[src/rtl/clock_pkg.sv]
// Shared types and constants for the digital clock timekeeping controller.
// Used by clock_time_ctrl; the optional blink logic there is enabled by CTC_BLINK_EN.
package clock_pkg;

   localparam int BCD_W    = 4;
   localparam int SEC_MAX  = 59;
   localparam int MIN_MAX  = 59;
   localparam int HOUR_MAX = 23;

   typedef enum logic [1:0] {
      RUN   = 2'd0,
      SET_H = 2'd1,
      SET_M = 2'd2,
      SET_S = 2'd3
   } mode_t;

   typedef struct packed {
      logic [BCD_W-1:0] tens;
      logic [BCD_W-1:0] units;
   } bcd2_t;

   typedef struct packed {
      logic  wrap;
      bcd2_t val;
   } bcd2_inc_t;

   // Two-digit BCD increment modulo (max_val+1); any out-of-range value collapses to 00 without wrap.
   function automatic bcd2_inc_t bcd2_inc(input bcd2_t v, input int max_val);
      logic [BCD_W-1:0] max_t;
      logic [BCD_W-1:0] max_u;
      bcd2_inc_t        r;
      max_t  = BCD_W'(max_val / 10);
      max_u  = BCD_W'(max_val % 10);
      r.wrap = 1'b0;
      r.val  = v;
      if ((v.tens > max_t) || ((v.tens == max_t) && (v.units > max_u)) || (v.units > BCD_W'(9))) begin
         r.val = '0;
      end else if ((v.tens == max_t) && (v.units == max_u)) begin
         r.val  = '0;
         r.wrap = 1'b1;
      end else if (v.units == BCD_W'(9)) begin
         r.val.units = '0;
         r.val.tens  = v.tens + BCD_W'(1);
      end else begin
         r.val.units = v.units + BCD_W'(1);
      end
      return r;
   endfunction

endpackage

[src/rtl/btn_sync_edge.sv]
// Button synchronizer followed by a registered rising-edge detector.
// Produces a single one-cycle pulse SYNC_STAGES+1 cycles after the raw edge.
module btn_sync_edge #(
   parameter int SYNC_STAGES = 2
) (
   input  logic in_clk,
   input  logic rst,
   input  logic btn_raw,
   output logic pulse
);

   logic [SYNC_STAGES-1:0] sync_q;
   logic [SYNC_STAGES-1:0] sync_d;
   logic                   prev_q;
   logic                   prev_d;
   logic                   pulse_q;
   logic                   pulse_d;

   always_comb begin
      sync_d  = {sync_q[SYNC_STAGES-2:0], btn_raw};
      prev_d  = sync_q[SYNC_STAGES-1];
      pulse_d = sync_q[SYNC_STAGES-1] & ~prev_q;
   end

   always_ff @(posedge in_clk or negedge rst) begin
      if (!rst) begin
         sync_q  <= '0;
         prev_q  <= 1'b0;
         pulse_q <= 1'b0;
      end else begin
         sync_q  <= sync_d;
         prev_q  <= prev_d;
         pulse_q <= pulse_d;
      end
   end

   assign pulse = pulse_q;

endmodule

[src/rtl/clock_time_ctrl.sv]
// Timekeeping controller: BCD hh:mm:ss counter chain with a button-driven set mode.
// Define CTC_BLINK_EN to add the blink counter and the per-digit blank output.
module clock_time_ctrl
   import clock_pkg::*;
#(
   parameter int SYNC_STAGES = 2,
   parameter int BLINK_TICKS = 1
) (
   input  logic             in_clk,
   input  logic             rst,
   input  logic             tick,
   input  logic             mode_btn,
   input  logic             inc_btn,
   output logic [BCD_W-1:0] sec_u,
   output logic [BCD_W-1:0] sec_t,
   output logic [BCD_W-1:0] min_u,
   output logic [BCD_W-1:0] min_t,
   output logic [BCD_W-1:0] hour_u,
   output logic [BCD_W-1:0] hour_t,
   output logic [1:0]       mode,
   output logic             day_pulse
`ifdef CTC_BLINK_EN
   ,
   output logic [5:0]       blank
`endif
);

   logic      mode_p;
   logic      inc_p;
   logic      inc_take;

   bcd2_t     sec_q, sec_d;
   bcd2_t     min_q, min_d;
   bcd2_t     hour_q, hour_d;
   mode_t     mode_q, mode_d;
   logic      day_pulse_q, day_pulse_d;

   bcd2_inc_t sec_inc;
   bcd2_inc_t min_inc;
   bcd2_inc_t hour_inc;

   btn_sync_edge #(.SYNC_STAGES(SYNC_STAGES)) u_mode_sync (
      .in_clk  (in_clk),
      .rst     (rst),
      .btn_raw (mode_btn),
      .pulse   (mode_p)
   );

   btn_sync_edge #(.SYNC_STAGES(SYNC_STAGES)) u_inc_sync (
      .in_clk  (in_clk),
      .rst     (rst),
      .btn_raw (inc_btn),
      .pulse   (inc_p)
   );

   // A mode press in the same cycle swallows the increment.
   assign inc_take = (mode_q != RUN) && inc_p && !mode_p;

   always_comb begin
      sec_inc     = bcd2_inc(sec_q, SEC_MAX);
      min_inc     = bcd2_inc(min_q, MIN_MAX);
      hour_inc    = bcd2_inc(hour_q, HOUR_MAX);
      sec_d       = sec_q;
      min_d       = min_q;
      hour_d      = hour_q;
      mode_d      = mode_q;
      day_pulse_d = 1'b0;

      if (mode_q == RUN) begin
         if (tick) begin
            sec_d = sec_inc.val;
            if (sec_inc.wrap) begin
               min_d = min_inc.val;
               if (min_inc.wrap) begin
                  hour_d      = hour_inc.val;
                  day_pulse_d = hour_inc.wrap;
               end
            end
         end
      end else if (inc_take) begin
         case (mode_q)
            SET_H:   hour_d = hour_inc.val;
            SET_M:   min_d  = min_inc.val;
            SET_S:   sec_d  = sec_inc.val;
            default: ;
         endcase
      end

      if (mode_p) begin
         case (mode_q)
            RUN:     mode_d = SET_H;
            SET_H:   mode_d = SET_M;
            SET_M:   mode_d = SET_S;
            default: mode_d = RUN;
         endcase
      end
   end

   always_ff @(posedge in_clk or negedge rst) begin
      if (!rst) begin
         sec_q       <= '0;
         min_q       <= '0;
         hour_q      <= '0;
         mode_q      <= RUN;
         day_pulse_q <= 1'b0;
      end else begin
         sec_q       <= sec_d;
         min_q       <= min_d;
         hour_q      <= hour_d;
         mode_q      <= mode_d;
         day_pulse_q <= day_pulse_d;
      end
   end

   assign sec_u     = sec_q.units;
   assign sec_t     = sec_q.tens;
   assign min_u     = min_q.units;
   assign min_t     = min_q.tens;
   assign hour_u    = hour_q.units;
   assign hour_t    = hour_q.tens;
   assign mode      = mode_q;
   assign day_pulse = day_pulse_q;

`ifdef CTC_BLINK_EN
   localparam int BLINK_CW = (BLINK_TICKS > 1) ? $clog2(BLINK_TICKS) : 1;

   logic [BLINK_CW-1:0] blink_cnt_q, blink_cnt_d;
   logic                blink_off_q, blink_off_d;
   logic [5:0]          blank_q, blank_d;

   // Blank is derived from the next mode and phase so it lines up with the mode output.
   always_comb begin
      blink_cnt_d = blink_cnt_q;
      blink_off_d = blink_off_q;
      if (inc_take) begin
         blink_cnt_d = '0;
         blink_off_d = 1'b0;
      end else if (tick) begin
         if (blink_cnt_q == BLINK_CW'(BLINK_TICKS - 1)) begin
            blink_cnt_d = '0;
            blink_off_d = ~blink_off_q;
         end else begin
            blink_cnt_d = blink_cnt_q + BLINK_CW'(1);
         end
      end

      blank_d = '0;
      if (blink_off_d) begin
         case (mode_d)
            SET_H:   blank_d = 6'b110000;
            SET_M:   blank_d = 6'b001100;
            SET_S:   blank_d = 6'b000011;
            default: blank_d = '0;
         endcase
      end
   end

   always_ff @(posedge in_clk or negedge rst) begin
      if (!rst) begin
         blink_cnt_q <= '0;
         blink_off_q <= 1'b0;
         blank_q     <= '0;
      end else begin
         blink_cnt_q <= blink_cnt_d;
         blink_off_q <= blink_off_d;
         blank_q     <= blank_d;
      end
   end

   assign blank = blank_q;
`endif

endmodule
[config.mk]
export PLATFORM = sky130hd
export DESIGN_NAME = clock_time_ctrl
export DESIGN_NICKNAME = d
export VERILOG_FILES = /design/src/rtl/clock_pkg.sv /design/src/rtl/btn_sync_edge.sv /design/src/rtl/clock_time_ctrl.sv
export SDC_FILE = /design/constraint.sdc
export NUM_CORES = 1
export LEC_CHECK = 0
export BUFFER_PORTS_ARGS = -buffer_cell sky130_fd_sc_hd__buf_2
export CAP_MARGIN = 5
export CORE_ASPECT_RATIO = 1.75
export CORE_UTILIZATION = 56
export CTS_BUF_LIST = sky130_fd_sc_hd__clkbuf_4 sky130_fd_sc_hd__clkbuf_8 sky130_fd_sc_hd__clkbuf_16
export CTS_CLUSTER_DIAMETER = 80
export DETAILED_ROUTE_END_ITERATION = 6
export GPL_TIMING_DRIVEN = 0
export PLACE_DENSITY = 0.79
export SLEW_MARGIN = 5
export SYNTH_ARGS = -nofsm -noshare
export SYNTH_HDL_FRONTEND = slang
export SYNTH_HIERARCHICAL = 1
export SYNTH_SLANG_ARGS = --single-unit
[constraint.sdc]
create_clock -name in_clk -period 2.75 [get_ports in_clk]
set_input_delay 0.55 -clock in_clk [delete_from_list [all_inputs] [get_ports in_clk]]
set_output_delay 0.55 -clock in_clk [all_outputs]
set_load 0.02 [all_outputs]
# Word level (Yosys, flattened, before mapping)
# Cells that the tools add are included.
# totals
inputBits	5
output_inout_bits	27
register_bits	35
wordCells	106
# classes
bitwise_logic	4
n_addsub	6
reduce_logical	24
mux	38
n_eq_ne	13
order_cmp	7
# ops
op	count
8-bit two-way mux	21
4-bit by 1-bit adder with 4-bit output (second input constant)	6
4-bit two-way mux	6
4-bit == test (second input constant)	3
4-bit greater-than comparator (second input constant)	3
1-bit two-way mux	10
2-bit nonzero test	5
4-bit by 2-bit == test with 1-bit output (second input constant)	2
4-bit by 3-bit == test with 1-bit output (second input constant)	2
4-bit by 2-bit greater-than comparator with 1-bit output (second input constant)	2
4-bit by 3-bit greater-than comparator with 1-bit output (second input constant)	2
1-bit logical AND	8
1-bit logical OR	6
2-bit inequality test (second input constant)	3
2-bit one-hot mux with 3 select lines	1
5-bit AND reduction	1
2-bit == test (second input constant)	2
4-bit AND reduction	1
3-bit AND reduction	1
1-bit AND	2
2-bit by 1-bit == test with 1-bit output (second input constant)	1
2-bit zero test	1
1-bit NOT	2
1-bit zero test	1

# Depth between registers and ports, before layout
# Gate-level depths: netlist (run 1).
# logic_depth
word_depth	9
depth_mapped	8
ltp_nobuf	7

# By module
# The synthesis (run 1) kept the hierarchy.
# by_module_without_submodules
mod	n_inst	cells_per_inst	area_each_um2	seq_area_each_um2
clock_time_ctrl	1	189	1724.2	675.6
btn_sync_edge	2	5	113.9	100.1

# Worst setup path after synthesis (run 1)
# Ideal clock, no wire load.
# synth_path
kind	reg2reg
from	register mode_q[0] (netlist: mode[0])
to	register sec_q, in the netlist sec_t[0]
synth_period_minus_slack_ps	2198
arrival_time_ps	2073
setup_slack_ps	552
path_buffers	1
t_required_ps	2625
setup_ps	125
path_stages_with_launch	8
cell_sequence	dfrtp_1 -> inv_1 -> ha_1 -> or3b_1 -> a21o_1 -> buf_6 -> a31oi_2 -> mux2_2
# synth_via
elab_chain_cells	5
word_cells_on_any_way	10
classes_between	2 x eq/ne; 1 x mux; 7 x reduce/logical
# synth_rtl
item	line	rtl
start, declared	clock_time_ctrl.sv:35	mode_t mode_q, mode_d;
start signal, assigned	clock_time_ctrl.sv:110	mode_q <= mode_d;
2-bit nonzero test	clock_time_ctrl.sv:57	assign inc_take = (mode_q != RUN) && inc_p && !mode_p;
1-bit logical AND (2 in a row)	clock_time_ctrl.sv:57	
2-bit nonzero test (no line)	--	
3-bit AND reduction (no line)	--	
end signal, assigned	clock_time_ctrl.sv:101	sec_q <= '0;
end signal, assigned	clock_time_ctrl.sv:107	sec_q <= sec_d;
end, declared	clock_time_ctrl.sv:32	bcd2_t sec_q, sec_d;
# Several ways; a longest one is shown, not always the timed one.
# A chain may end at the register's enable or synchronous reset.

# Worst setup path after layout (run 1)
# layout_path
from	register mode_q[1] (netlist: mode[1])
to	register sec_q, in the netlist sec_t[0]
# Same word-level chain as after synthesis.

==> impl_metrics.toml, run 1 <==
[timing]
skew_ps = 7.02
period_minus_slack_ps = 2170
worst_slew_pin_slew_ps = 745
finalCritPeriodShare_pct = 79.1
clock.fmax_mhz = 460
rsz0062_at_grt = "no"
setup_tns_ps = 0
hold_viol_final = 0
hold_slack_ps = 309
finalSetupViolCount = 0
slew-limit-headroom_pct = 50.4
slew_violations = 0

[critical_path]
cp.arrival_ps = 2360
worstPathMaxFanout = 10
crit_path_start_kind = "flip-flop"
ff2ff_setup_slack_ps = 580
crit_start = "mode[1]"
critPathMaxStageDelay_ps = 410
path_depth = 7
reg2reg_to = "sec_t[0]"
path_cells = "inv_1 -> ha_1 -> or3b_1 -> a21o_1 -> buf_6 -> a31oi_2 -> mux2_2"
r2r.worst_path.cells = 7
worstPathBufferInverterCount = 2
cp_slowest_cell = "dfrtp_1"
cp-endpoint = "sec_t[0]"
cp.required_ps = 2940
r2r-start = "mode[1]"
path_delay_family = "flip-flops"
cp-end-kind = "flip-flop"
critPathKind = "flip-flop to flip-flop"

[pwr]
netSwitchingPower_mw = 1.14
peakVddDrop_mv = 0.610
p_int_mw = 1.38
leakagePower_nw = 1.14
design_power_total_mw = 2.52
power_frac_seq_pct = 34.3
clockPowerShare_pct = 19.0
swShare_pct = 45.2
power_density_nw_per_um2 = 1100
combPwrFrac_pct = 46.7

[synthesis]
syn_area_per_cell_um2 = 9.81
syn-num-nets = 216
async_flop_share_pct = 100
synth_cell_types = 49
syn_inst = 199
seq_area_frac_synth_pct = 44.9
synth_enable_flop_cells = 0
synth_flop_cell = "dfrtp_1"
synth-seq-cells = 35
ys_warn_count = 6
synth_area_um2 = 1950

[clocking]
post_cts_resized = 0
h-tree-depth = 2
clk_path_buf_depth = 2
cts.clk_slew.worst_paths_ps = 80
cts_tree = "yes"
cts-root-buf = "clkbuf_8"
post_cts_buffers = 0
cts_hold_buf = 0
cts_sinks = 35
clkLatencyLatePin_ps = 300
cts_made_buffers = 5

[floorplan]
rows = 28
die_w_um = 46.6
dieArea_um2 = 3740
die_h_um = 80.1
core-area_um2 = 3360
pin_count = 32
start_util_pct = 58.0

[grt]
grt_max_degree = 36
grt_overflow = 0
antenna_found_initial = 0
grt_pass1_wl_um = 6240
grt.total_usage_pct = 23.0
grt_pass1_vias = 1460

[drt]
drcViolationCount = 0
drtPass1Iterations = 4
vias_per_cell = 5.60
routed_wl_um = 3810
ant_nets = 0
wl_per_cell_um = 13.5
drt_iter0_markers = 31
vias = 1584

[placement]
dp_hpwl_um = 2750
post-place-cells = 275
port_buffers = 31
place_congestion = 0.831

[final_layout]
instances_no_fill = 283
final_cell_mix = "dfrtp_1 (35), buf_2 (34), o21ai_0 (23)"
final_layout_size_suffix_gt1_share_pct = 23.1
layout_commonest_cell = "dfrtp_1"
area_delta_synth_final_pct = 16.7
antenna_cells = 0
fin_nets = 254

[run_status]
status = "finished, final reports clean"

[flow_run]
maxCapViolCount = 0

[worst_hold_path]
min_path_type = "input port to asynchronous set/reset pin"
-- flip-flops by register name, summed over array words and instances (netlist names) --
| register | flops |
|---|---|
| hour_t | 4 |
| hour_u | 4 |
| min_t | 4 |
| min_u | 4 |
| sec_t | 4 |
| sec_u | 4 |
| mode | 2 |
| u_inc_sync/sync_q | 2 |
| u_mode_sync/sync_q | 2 |
| day_pulse | 1 |
| u_inc_sync/prev_q | 1 |
| u_inc_sync/pulse | 1 |
| u_mode_sync/prev_q | 1 |
| u_mode_sync/pulse | 1 |
-- cell families after synthesis --
family / after synthesis / synth area share, %
buffers and inverters: 23 / 5.00
flip-flops: 35 / 44.9
AO/OA/AOI/OAI: 54 / 18.6
multiplexers: 3 / 1.67
adder cells (fa/ha/maj): 12 / 7.69
AND/OR/NAND/NOR: 72 / 22.2
-- metrics by stage --
step	instance area [um2]	setup slack [ps]	utilization, %
floorplan	1950	552	-
global route	2280	439	67.7
detailed placement	2160	566	64.3
finish	2280	575	67.7
global placement	2160	598	64.3
CTS	2280	567	67.7
-- power by group through the flow --
stage / Clock, mW / Combinational (mW) / Sequential [mW]
3_5_place_dp: 0 / 1.17 / 0.874
2_1_floorplan: 0 / 0.670 / 1.03
4_1_cts: 0.484 / 1.18 / 0.865
5_1_grt: 0.511 / 1.31 / 0.897
3_3_place_gp: 0 / 1.15 / 0.866
6_report: 0.477 / 1.18 / 0.863
-- final cells by class --
| type | instances | area [um2] |
|---|---|---|
| fill | 286 | 1080 |
| multi-input combinational | 141 | 978 |
| sequential | 35 | 876 |
| timing repair buffer | 31 | 155 |
| clock buffer | 5 | 68.8 |
| inverter | 16 | 60.1 |
| tap | 45 | 56.3 |
| clock inverter | 3 | 46.3 |
| buffer | 7 | 37.5 |
-- how the worst min path moves through the flow --
stage                          startpoint  slack [ps]  depth (start not counted)                     to
floorplan                             rst         250                          0              day_pulse
global placement     u_inc_sync/sync_q[0]         340                          0   u_inc_sync/sync_q[1]
detailed placement  u_mode_sync/sync_q[0]         340                          0  u_mode_sync/sync_q[1]
finish                                rst         310                          1               sec_u[2]
global route                     mode_btn         350                          1  u_mode_sync/sync_q[0]
CTS                                   rst         340                          1  u_mode_sync/sync_q[1]
-- layer usage --
layer	vias up	part of all wire (%)	track usage (%)
met4	0	1.8	9.71
met1	750	43	26.2
met2	37	52	39.0
met3	7	3.4	5.62
li1	790	-	-
met5	-	0	0
-- worst register-to-register path, stage by stage (launching register included) --
cell and delay, ps:
dfrtp_1 410, inv_1 90, ha_1 260, or3b_1 400, a21o_1 190, buf_6 130, a31oi_2 210, mux2_2 370
-- cell usage after synthesis (2+ instances only) --
cell      number  area (um2)
a21o_1         7        52.6
a21oi_1        6        30.0
and3_1         2        12.5
buf_2          3        15.0
clkbuf_1       3        11.3
dfrtp_1       35         876
ha_1          12         150
inv_1         16        60.1
nand2_1       18        67.6
nand3_1        5        25.0
nand3b_1       2        15.0
nand4_1        3        18.8
nand4b_1       3        26.3
nor2_1        13        48.8
nor2b_4        2        27.5
nor3_1         4        20.0
nor3b_1        3        22.5
nor4_1         2        12.5
o21a_1         3        22.5
o21ai_0       23         115
o21bai_1       2        15.0
o41ai_2        2        32.5
or4_1          4        30.0
(Power assumes the default switching activity.)
==> run 2: changes to the inputs <==
- clock period: 2.75 -> 2.3 ns (I/O delays scaled with it)
==> impl_metrics.toml, run 2 (synthesized netlist as in run 1, its figures left out) <==
[grt]
grt_overflow = 0
grt.total_usage_pct = 23.0
grt_pass1_vias = 1460
top_usage_layer = "met2"
grt_util_met1_pct = 26.2
grt_use_met2_pct = 39.0
grt_max_degree = 36
antenna_found_initial = 0
grt_use_met3_pct = 5.62
grt_pass1_wl_um = 6240

[placement]
post-place-cells = 275
place_ws_ps = 116
dp_hpwl_um = 2750
port_buffers = 31
place_congestion = 0.831

[critical_path]
path_cells = "inv_1 -> ha_1 -> or3b_1 -> a21o_1 -> buf_6 -> a31oi_2 -> mux2_2"
reg2reg_to = "sec_t[0]"
crit_path_start_kind = "flip-flop"
cp-end-kind = "flip-flop"
cp_slowest_cell = "dfrtp_1"
path_delay_family = "compound AO/OA/AOI/OAI gates"
worstPathBufferInverterCount = 2
ff2ff_setup_slack_ps = 120
cp.required_ps = 2490
r2r.worst_path.cells = 7
worstPathMaxFanout = 10
r2r-start = "mode[1]"
critPathKind = "flip-flop to flip-flop"
critPathMaxStageDelay_ps = 410
cp.arrival_ps = 2370

[final_layout]
instances_no_fill = 283
final_cell_mix = "dfrtp_1 (35), buf_2 (34), o21ai_0 (23)"
layout_commonest_cell = "dfrtp_1"
fin_nets = 254
final.fill_count = 286
multi_input_area_um2 = 983
antenna_cells = 0
seqCellArea_um2 = 876
area_delta_synth_final_pct = 17.0
final_layout_size_suffix_gt1_share_pct = 23.5

[timing]
finalCritPeriodShare_pct = 94.7
setup_tns_ps = 0
slew_violations = 0
worst_slew_pin_slew_ps = 743
rsz0062_at_grt = "no"
hold_viol_final = 0
finalSetupViolCount = 0
skew_ps = 7.00
slew-limit-headroom_pct = 50.5
layout_setup_ws_ps = 121
clock.fmax_mhz = 459
period_minus_slack_ps = 2180

[clocking]
post_cts_resized = 0
clk_path_buf_depth = 2
cts_sinks = 35
cts_hold_buf = 0
cts_made_buffers = 5
post_cts_buffers = 0
h-tree-depth = 2
clkLatencyLatePin_ps = 300
cts_tree = "yes"
cts.clk_slew.worst_paths_ps = 80
cts-root-buf = "clkbuf_8"

[pwr]
leakagePower_nw = 1.14
peakVddDrop_mv = 0.731
power_density_nw_per_um2 = 1320
design_power_total_mw = 3.02

[floorplan]
core-area_um2 = 3360
die_w_um = 46.6
start_util_pct = 58.0
rows = 28
die_h_um = 80.1
dieArea_um2 = 3740
pin_count = 32

[worst_hold_path]
min_path_type = "input port to asynchronous set/reset pin"

[drt]
wl_per_cell_um = 13.5
ant_nets = 0
vias = 1597
vias_per_cell = 5.64
drcViolationCount = 0
drt_iter0_markers = 27
drtPass1Iterations = 4
routed_wl_um = 3810

[flow_run]
maxCapViolCount = 0

[run_status]
status = "finished, final reports clean"
==> run 2: cell counts in the layout (fill, tap and decap cells not counted) <==
Identical to the previous run, type by type.
==> run 2: per-layer routing <==
| metal | vias to the layer above | wire [um] |
|---|---|---|
| li1 | 789 | - |
| met1 | 766 | 1620 |
| met2 | 35 | 2000 |
| met3 | 7 | 130 |
| met4 | 0 | 68 |
| met5 | - | 0 |
==> run 2: how the worst max path moves through the flow <==
stage	from	end	slack, ps	depth (start not counted)
after floorplan	mode[0]	sec_t[0]	100	7
after global placement	mode[0]	sec_t[0]	150	7
final	mode[1]	sec_t[0]	120	7
after detailed placement	mode[0]	sec_t[0]	120	7
after global routing	mode[0]	sec_t[0]	20	7
after CTS	mode[1]	sec_t[0]	120	7
==> run 2: through the flow <==
stage	util, %	cell area [um2]	hold slack, ps
detailed placement	64.3	2160	342
CTS	67.7	2280	250
global route	67.9	2280	255
floorplan	-	1950	164
global placement	64.3	2160	335
finish	67.9	2280	216
==> run 2: power by group <==
part           switching (mW)  internal [mW]
logic                   0.892          0.527
registers               0.228          0.803
clock network           0.246          0.326
total                    1.37           1.66
==> run 2: cell type report <==
class / instances / share of cell area, %
sequential: 35 / 38.4
timing repair buffer: 31 / 6.79
multi-input combinational: 141 / 43.1
buffer: 7 / 1.64
inverter: 16 / 2.63
clock buffer: 5 / 3.01
clock inverter: 3 / 2.03
tap: 45 / 2.47
==> run 3: changes to the inputs <==
- PLACE_DENSITY: 0.79 -> 0.88
==> impl_metrics.toml, run 3 (synthesized netlist as in run 1, its figures left out) <==
[run_status]
status = "finished, final reports clean"

[floorplan]
die_h_um = 80.1
start_util_pct = 58.0
pin_count = 32
core-area_um2 = 3360
rows = 28
dieArea_um2 = 3740
die_w_um = 46.6

[clocking]
cts-root-buf = "clkbuf_8"
cts.clk_slew.worst_paths_ps = 70
clkLatencyLatePin_ps = 300
post_cts_buffers = 0
clk_path_buf_depth = 2
cts_tree = "yes"
h-tree-depth = 2
cts_sinks = 35
cts_made_buffers = 5
post_cts_resized = 0
cts_hold_buf = 0

[timing]
finalCritPeriodShare_pct = 93.8
period_minus_slack_ps = 2160
rsz0062_at_grt = "no"
finalSetupViolCount = 0
setup_tns_ps = 0
slew_violations = 0
clock.fmax_mhz = 463
skew_ps = 8.52
hold_viol_final = 0
worst_slew_pin_slew_ps = 757
slew-limit-headroom_pct = 49.6

[grt]
grt.total_usage_pct = 23.2
grt_use_met3_pct = 4.94
grt_pass1_wl_um = 6180
grt_max_degree = 36
grt_pass1_vias = 1480
antenna_found_initial = 0
grt_util_met1_pct = 22.7
grt_use_met2_pct = 42.5
grt_overflow = 0
top_usage_layer = "met2"

[placement]
place_congestion = 0.754
port_buffers = 31
dp_hpwl_um = 2820
post-place-cells = 275

[drt]
vias_per_cell = 5.58
drt_iter0_markers = 23
vias = 1578
drtPass1Iterations = 4
routed_wl_um = 3740
drcViolationCount = 0
wl_per_cell_um = 13.2
ant_nets = 0

[worst_hold_path]
min_path_type = "input port to asynchronous set/reset pin"

[critical_path]
cp_slowest_cell = "dfrtp_1"
cp.required_ps = 2480
cp.arrival_ps = 2340
worstPathMaxFanout = 10
critPathMaxStageDelay_ps = 400
cp-end-kind = "flip-flop"
critPathKind = "flip-flop to flip-flop"
path_cells = "inv_1 -> ha_1 -> or3b_1 -> a21o_1 -> buf_6 -> a31oi_4 -> mux2_2"
crit_path_start_kind = "flip-flop"

[final_layout]
layout_commonest_cell = "dfrtp_1"
final_cell_mix = "dfrtp_1 (35), buf_2 (34), o21ai_0 (23)"
antenna_cells = 0
area_delta_synth_final_pct = 16.1
instances_no_fill = 283
fin_nets = 254
final_layout_size_suffix_gt1_share_pct = 23.1

[pwr]
power_density_nw_per_um2 = 1280
leakagePower_nw = 1.13
peakVddDrop_mv = 0.929

[flow_run]
maxCapViolCount = 0
[run 3: cell types whose count changed in the layout (fill, tap and decap cells not counted), sizes merged]
cell,before,now
clkinv,0,2
bufinv,1,0
inv,17,16
[run 3: critical path: cells and delay by family (launching register included)]
| family | cells | cell delay [ps] |
|---|---|---|
| AND/OR/NAND/NOR | 1 | 400 |
| adder cells (fa/ha/maj) | 1 | 270 |
| multiplexers | 1 | 360 |
| flip-flops | 1 | 400 |
| AO/OA/AOI/OAI | 2 | 380 |
| buffers and inverters | 2 | 230 |
[run 3: stage by stage]
| stage | cell area, um2 | setup WS (ps) | hold slack [ps] | total power, mW | utilization, % |
|---|---|---|---|---|---|
| 4_1_cts | 2260 | 68.8 | 253 | 2.92 | 67.1 |
| 3_3_place_gp | 2160 | 118 | 334 | 2.40 | 64.3 |
| 3_5_place_dp | 2160 | 91.6 | 337 | 2.45 | 64.3 |
| 2_1_floorplan | 1950 | 102 | 164 | 2.03 | - |
| 6_report | 2270 | 142 | 232 | 2.90 | 67.4 |
| 5_1_grt | 2270 | 4.07 | 247 | 3.14 | 67.4 |
[run 3: layout make-up]
class | count | area (um2)
fillers | 316 | 1100
multi-input cells | 141 | 987
flip-flops and latches | 35 | 876
repair buffers | 31 | 155
clock buffers | 5 | 68.8
inverters | 16 | 60.1
well taps | 45 | 56.3
plain buffers | 7 | 37.5
clock inverters | 3 | 25.0
[run 3: report_power, final]
group | switching (mW) | internal [mW] | total, mW
clock network | 0.240 | 0.216 | 0.456
registers | 0.225 | 0.803 | 1.03
logic | 0.896 | 0.525 | 1.42
[run 3: metal layers]
layer / vias to the layer above / wire, um
li1: 793 / -
met1: 744 / 1430
met2: 34 / 2110
met3: 7 / 115
met4: 0 / 88
met5: - / 0
[run 3: worst paths after layout]
kind	from	endpoint	slack (ps)	depth (start not counted)
setup / recovery	mode[0]	sec_t[0]	140	7
hold / removal	rst	min_u[2]	230	1
setup reg to reg	mode[0]	sec_t[0]	140	7
hold reg to reg	u_mode_sync/sync_q[0]	u_mode_sync/sync_q[1]	350	0
max in group asynchronous	rst	hour_t[0]	1590	1
min in group in_clk	mode_btn	u_mode_sync/sync_q[0]	260	1
